===== src/rtl/collision_monitor.sv =====
// collision_monitor
// Frame-level collision detector and game-state controller for the two-car
// game. Counts yellow-traffic / player-car pixel overlaps during scan-out,
// decides crash or no-crash at each frame boundary, and keeps lives, score,
// speed level and the IDLE/PLAY/CRASH/OVER state machine.
module collision_monitor #(
    parameter int HIT_THRESHOLD     = 16,
    parameter int LIVES             = 3,
    parameter int GRACE_FRAMES      = 60,
    parameter int SPEED_STEP_FRAMES = 600,
    parameter int MAX_SPEED         = 7
) (
    input  logic        Clk,
    input  logic        Reset,
    input  logic        frame_clk,
    input  logic [9:0]  DrawX,
    input  logic [9:0]  DrawY,
    input  logic        pixel_en,
    input  logic        is_car,
    input  logic        is_redcar,
    input  logic        is_bluecar,
    input  logic        start,
    output logic [1:0]  state,
    output logic        crash_pulse,
    output logic        hit_red,
    output logic        hit_blue,
    output logic [2:0]  lives,
    output logic [15:0] score,
    output logic [2:0]  speed,
    output logic        game_over
);

    localparam logic [1:0] ST_IDLE  = 2'd0;
    localparam logic [1:0] ST_PLAY  = 2'd1;
    localparam logic [1:0] ST_CRASH = 2'd2;
    localparam logic [1:0] ST_OVER  = 2'd3;

    localparam logic [7:0]  HIT_TH     = 8'(HIT_THRESHOLD);
    localparam logic [2:0]  LIVES_INIT = 3'(LIVES);
    localparam logic [7:0]  GRACE_INIT = 8'(GRACE_FRAMES);
    localparam logic [16:0] STEP_WRAP  = 17'(SPEED_STEP_FRAMES);
    localparam logic [2:0]  SPEED_MAX  = 3'(MAX_SPEED);

    logic        frame_clk_q;
    logic [7:0]  ov_cnt_q, ov_cnt_d;
    logic        red_seen_q, red_seen_d;
    logic        blue_seen_q, blue_seen_d;
    logic [1:0]  state_q, state_d;
    logic [2:0]  lives_q, lives_d;
    logic [15:0] score_q, score_d;
    logic [2:0]  speed_q, speed_d;
    logic [15:0] speed_frames_q, speed_frames_d;
    logic [7:0]  grace_q, grace_d;
    logic        hit_red_q, hit_red_d;
    logic        hit_blue_q, hit_blue_d;
    logic        crash_pulse_q, crash_pulse_d;
    logic        game_over_q, game_over_d;

    logic        frame_tick;
    logic        ov;
    logic        ov_play;
    logic [7:0]  ov_eff;
    logic        red_eff;
    logic        blue_eff;
    logic [16:0] sf_inc;

    // Scan position is carried for debugging only and never affects the game.
    logic unused_debug;
    assign unused_debug = ^{DrawX, DrawY};

    // The current cycle's overlap sample is folded into the frame result so a
    // sample landing on the boundary cycle still counts in the closing frame.
    assign frame_tick = frame_clk & ~frame_clk_q;
    assign ov         = pixel_en & is_car & (is_redcar | is_bluecar);
    assign ov_play    = ov & (state_q == ST_PLAY);
    assign ov_eff     = (ov_play && (ov_cnt_q != 8'hFF)) ? ov_cnt_q + 8'd1 : ov_cnt_q;
    assign red_eff    = red_seen_q | (ov_play & is_redcar);
    assign blue_eff   = blue_seen_q | (ov_play & is_bluecar);
    assign sf_inc     = {1'b0, speed_frames_q} + 17'd1;

    // Per-frame overlap accumulation; restarts at each boundary and outside PLAY.
    always_comb begin
        ov_cnt_d    = 8'd0;
        red_seen_d  = 1'b0;
        blue_seen_d = 1'b0;
        if ((state_q == ST_PLAY) && !frame_tick) begin
            ov_cnt_d    = ov_eff;
            red_seen_d  = red_eff;
            blue_seen_d = blue_eff;
        end
    end

    // Game state machine: start/restart, frame evaluation, grace countdown.
    always_comb begin
        state_d        = state_q;
        lives_d        = lives_q;
        score_d        = score_q;
        speed_d        = speed_q;
        speed_frames_d = speed_frames_q;
        grace_d        = grace_q;
        hit_red_d      = hit_red_q;
        hit_blue_d     = hit_blue_q;
        crash_pulse_d  = 1'b0;
        case (state_q)
            ST_IDLE, ST_OVER: begin
                if (start) begin
                    state_d        = ST_PLAY;
                    lives_d        = LIVES_INIT;
                    score_d        = 16'd0;
                    speed_d        = 3'd1;
                    speed_frames_d = 16'd0;
                    grace_d        = 8'd0;
                    hit_red_d      = 1'b0;
                    hit_blue_d     = 1'b0;
                end
            end
            ST_PLAY: begin
                if (frame_tick) begin
                    if (ov_eff >= HIT_TH) begin
                        crash_pulse_d = 1'b1;
                        hit_red_d     = red_eff;
                        hit_blue_d    = blue_eff;
                        lives_d       = lives_q - 3'd1;
                        if (lives_q == 3'd1) begin
                            state_d = ST_OVER;
                        end else begin
                            state_d = ST_CRASH;
                            grace_d = GRACE_INIT;
                        end
                    end else begin
                        if (score_q != 16'hFFFF) begin
                            score_d = score_q + 16'd1;
                        end
                        if (sf_inc == STEP_WRAP) begin
                            speed_frames_d = 16'd0;
                            if (speed_q < SPEED_MAX) begin
                                speed_d = speed_q + 3'd1;
                            end
                        end else begin
                            speed_frames_d = sf_inc[15:0];
                        end
                    end
                end
            end
            ST_CRASH: begin
                if (frame_tick) begin
                    grace_d = (grace_q == 8'd0) ? 8'd0 : grace_q - 8'd1;
                    if (grace_q <= 8'd1) begin
                        state_d = ST_PLAY;
                    end
                end
            end
            default: state_d = ST_IDLE;
        endcase
        game_over_d = (state_d == ST_OVER);
    end

    // All state and outputs are registered; Reset clears everything at once.
    always_ff @(posedge Clk or negedge Reset) begin
        if (!Reset) begin
            frame_clk_q    <= 1'b0;
            ov_cnt_q       <= 8'd0;
            red_seen_q     <= 1'b0;
            blue_seen_q    <= 1'b0;
            state_q        <= ST_IDLE;
            lives_q        <= LIVES_INIT;
            score_q        <= 16'd0;
            speed_q        <= 3'd1;
            speed_frames_q <= 16'd0;
            grace_q        <= 8'd0;
            hit_red_q      <= 1'b0;
            hit_blue_q     <= 1'b0;
            crash_pulse_q  <= 1'b0;
            game_over_q    <= 1'b0;
        end else begin
            frame_clk_q    <= frame_clk;
            ov_cnt_q       <= ov_cnt_d;
            red_seen_q     <= red_seen_d;
            blue_seen_q    <= blue_seen_d;
            state_q        <= state_d;
            lives_q        <= lives_d;
            score_q        <= score_d;
            speed_q        <= speed_d;
            speed_frames_q <= speed_frames_d;
            grace_q        <= grace_d;
            hit_red_q      <= hit_red_d;
            hit_blue_q     <= hit_blue_d;
            crash_pulse_q  <= crash_pulse_d;
            game_over_q    <= game_over_d;
        end
    end

    assign state       = state_q;
    assign crash_pulse = crash_pulse_q;
    assign hit_red     = hit_red_q;
    assign hit_blue    = hit_blue_q;
    assign lives       = lives_q;
    assign score       = score_q;
    assign speed       = speed_q;
    assign game_over   = game_over_q;

endmodule

===== config.mk =====
export PLATFORM = sky130hd
export DESIGN_NAME = collision_monitor
export DESIGN_NICKNAME = d
export VERILOG_FILES = /design/src/rtl/collision_monitor.sv
export SDC_FILE = /design/constraint.sdc
export NUM_CORES = 1
export LEC_CHECK = 0
export BUFFER_PORTS_ARGS = -buffer_cell sky130_fd_sc_hd__buf_2
export CORE_MARGIN = 4
export CORE_UTILIZATION = 59
export CTS_BUF_LIST = sky130_fd_sc_hd__clkbuf_2 sky130_fd_sc_hd__clkbuf_4 sky130_fd_sc_hd__clkbuf_8
export CTS_CLUSTER_SIZE = 8
export DETAILED_ROUTE_END_ITERATION = 8
export GPL_ROUTABILITY_DRIVEN = 0
export GPL_TIMING_DRIVEN = 0
export HOLD_SLACK_MARGIN = 0.02
export PLACE_DENSITY = 0.94
export SYNTH_ARGS = -nofsm -noshare
export SYNTH_HDL_FRONTEND = slang
export SYNTH_SLANG_ARGS = --single-unit

===== constraint.sdc =====
create_clock -name Clk -period 2.96 [get_ports Clk]
set_input_delay 0.888 -clock Clk [delete_from_list [all_inputs] [get_ports Clk]]
set_output_delay 0.888 -clock Clk [all_outputs]
set_load 0.01 [all_outputs]

==> impl_metrics.yaml <==
sta:
  period_needed_ns: 2.792
  hold_viol: 0
  finalClockSkew_ns: 0.008406
  period_share_pct: 94.31
  tightest_slew_ns: 0.7759
  fin_ws_ns: 0.1685
  setup_viol: 0
  finalMaxSlewViolations: 0
  clock.fmax_mhz: 358.2
  max_slew_margin_pct: 48.27
global_route:
  antenna_found_initial: 0
  grt_pass1_vias: 3072
  grt_pass1_wl_um: 14110
  grt_max_degree: 64
  overflow: 0
  gr-usage-all-layers_pct: 23.63
critical_path:
  rrSetupSlack_ns: 0.17
  cp_slowest_cell: "dfrtp_1"
  r2r-end: "speed_frames_q[10]"
  reg2reg_depth: 9
  crit_fanout: 10
  crit_path_max_incr_delay_ns: 0.43
  start_kind: "register"
  crit_chain: "ha_1 -> nand3_1 -> o21ai_0 -> mux2_2 -> o32a_1 -> o31ai_2 -> clkbuf_4 -> o21ai_0 -> a22o_1"
  crit_type: "reg2reg"
  crit_arrival_ns: 3.01
  critical_path_required_ns: 3.18
  r2r-start: "speed_frames_q[0]"
  end_kind: "register"
  crit_top_cell: "o21ai_0"
cts:
  postCtsHoldBufs: 0
  cts_buffers: 9
  h-tree-depth: 3
  clockBufferDepth: 2
  cts.sinks: 63
  clkLatencyLatePin_ns: 0.34
  clk_pin_slew_ns: 0.07
  cts_root_buf: "clkbuf_8"
  cts_tree: "yes"
route:
  first_pass_iters: 7
  drtIter0Drc: 265
  wl_per_cell_um: 16.06
  drc: 0
  ant_nets: 0
  vias: 3361
  via_per_inst: 6.282
  drt_wl_total_um: 8591
final_layout:
  drive_gt1_share_pct: 18.26
  nets: 493
  fin_cells: 535
  num_antenna_cells: 0
  layout_commonest_cell: "dfrtp_1"
  area_delta_synth_final_pct: 16.53
  final_cell_mix: "dfrtp_1, nor2_1, buf_2"
  final.fill_count: 408
logic_synthesis:
  async_flop_share_pct: 100.0
  syn_area_per_cell_um2: 8.964
  synth_nets: 445
  synth-main-ff-cell: "dfrtp_1"
  ys_ff_latch: 63
  ys_seq_area_share_pct: 43.31
  syn_area_um2: 3648
  synth.distinct_cells: 61
  synth_edf_count: 0
  synth_cells: 407
  ys_warn_count: 0
power:
  power.leakage_nw: 1.884
  power.density_nw_per_um2: 586.0
  peakVddDrop_mv: 0.5520
min_path:
  hold_path_end: "grace_q[7]"
  min_from: "grace_q[7]"
  hold_class: "reg2reg"
  hold_depth: 1
outcome:
  outcome: "finished, final reports clean"
flow_run:
  maxCapViolCount: 0
floorplanning:
  rows: 28
  dieArea_um2: 7506
  fp.coreArea_um2: 5956
  start_util_pct: 61.26
  num_io_pins: 56
  fp.dieH_um: 86.64
  chipWidth_um: 86.64
placement:
  hpwl_um: 5764
  portBuffers: 35
  placed_cells: 517
  dp_slack_ns: -0.5800
## registers in the layout, indices dropped and copies added, names as in the netlist
| register | cells |
|---|---|
| state | 2 |
| speed_frames_q | 16 |
| grace_q | 8 |
| ov_cnt_q | 8 |
| crash_pulse | 1 |
| speed | 3 |
| red_seen_q | 1 |
| lives | 3 |
| game_over | 1 |
| frame_clk_q | 1 |
| blue_seen_q | 1 |
| hit_red | 1 |
| hit_blue | 1 |
| score | 16 |
## final cells by class
cell class	count	area, um^2	share of cell area (%)
tap	75	93.84	2.207
inverter	21	78.83	1.854
sequential	63	1580	37.17
clock buffer	11	151.4	3.561
timing repair buffer	37	192.7	4.532
buffer	15	68.82	1.619
multi-input combinational	308	1982	46.62
clock inverter	5	103.9	2.443
## report_power, final
| group | internal (mW) | total (mW) | switching [mW] |
|---|---|---|---|
| combinational | 0.175 | 0.398 | 0.223 |
| clock | 0.605 | 0.937 | 0.332 |
| sequential | 0.991 | 1.16 | 0.165 |
## critical path: cells and delay by family, from the launching register on
| kind | cells | cell delay (ns) |
|---|---|---|
| buffers and inverters | 1 | 0.28 |
| adders and majority gates | 1 | 0.27 |
| DFF | 1 | 0.43 |
| muxes | 1 | 0.27 |
| AOI/OAI and AO/OA | 5 | 1.17 |
| and+or+nand+nor | 1 | 0.25 |
## worst max-delay path by stage
stage                                 start  depth (start not counted)  slack [ns]                 end
after floorplan                   is_redcar                          7       -0.01   speed_frames_q[4]
final                     speed_frames_q[0]                          9        0.17  speed_frames_q[10]
after CTS                          state[1]                         10        0.03          grace_q[7]
after global placement            is_redcar                          9       -0.52          grace_q[7]
after global routing      speed_frames_q[0]                          9      -0.009   speed_frames_q[4]
after detailed placement          is_redcar                          9       -0.58          grace_q[7]
## metal layers
metal	vias to the layer above	global-route usage [%]	wire length (um)
li1	1599	-	-
met1	1607	30.34	3561
met2	133	39.36	4311
met3	22	3.042	492
met4	0	11.47	226
met5	-	0	0
## through the flow
step | cell area, um^2 | TNS, ns | hold WS, ns | total power, mW | util (%)
finish | 4252 | 0 | 0.4698 | 2.491 | 71.39
global route | 4252 | -0.01542 | 0.5043 | 2.614 | 71.39
CTS | 4200 | 0 | 0.4719 | 2.492 | 70.53
detailed placement | 3926 | -19.44 | 0.4654 | 1.551 | 65.92
global placement | 3926 | -15.98 | 0.4534 | 1.516 | 65.92
floorplan | 3657 | -0.01828 | 0.4379 | 1.395 | -
## cells by family (layout without fill, tap and decap cells)
| family | after synthesis | in the layout | synth area share (%) |
|---|---|---|---|
| and+or+nand+nor | 175 | 175 | 24.49 |
| AOI/OAI and AO/OA | 95 | 95 | 17.77 |
| DFF | 63 | 63 | 43.31 |
| buffers and inverters | 36 | 89 | 3.841 |
| xor gates and xnor gates | 20 | 20 | 4.801 |
| adders and majority gates | 10 | 10 | 3.429 |
| muxes | 8 | 8 | 2.366 |
## repair_timing
| action | 4_1_cts | 5_1_grt |
|---|---|---|
| endpoints found under the setup margin | 37 | 43 |
| setup buffers | 2 | 0 |
| pin swaps | 1 | 0 |
| cloned | 0 | 0 |
| gates resized for setup | 1 | 14 |
## synth_stat cells (all sizes together), types with 3 or more instances
cell type	instances	area [um^2]
a2111oi	3	26.28
a21o	5	37.54
a21oi	15	78.83
a22o	9	78.83
a31o	4	35.04
a31oi	11	68.82
and2	3	18.77
and3	5	31.28
and3b	3	26.28
and4	4	35.03
buf	5	23.77
clkbuf	10	37.54
dfrtp	60	1501
dfstp	3	78.83
ha	10	125.1
inv	20	75.07
mux2	5	56.30
mux2i	3	30.03
nand2	30	112.6
nand2b	6	37.54
nand3	25	125.1
nand4	10	62.56
nor2	44	167.7
nor2b	4	25.02
nor3	18	95.09
nor4	13	81.33
o21ai	26	130.1
o2bb2ai	3	26.28
xnor2	16	140.1
xor2	4	35.03
No activity file was read; power rests on OpenSTA's default activity.
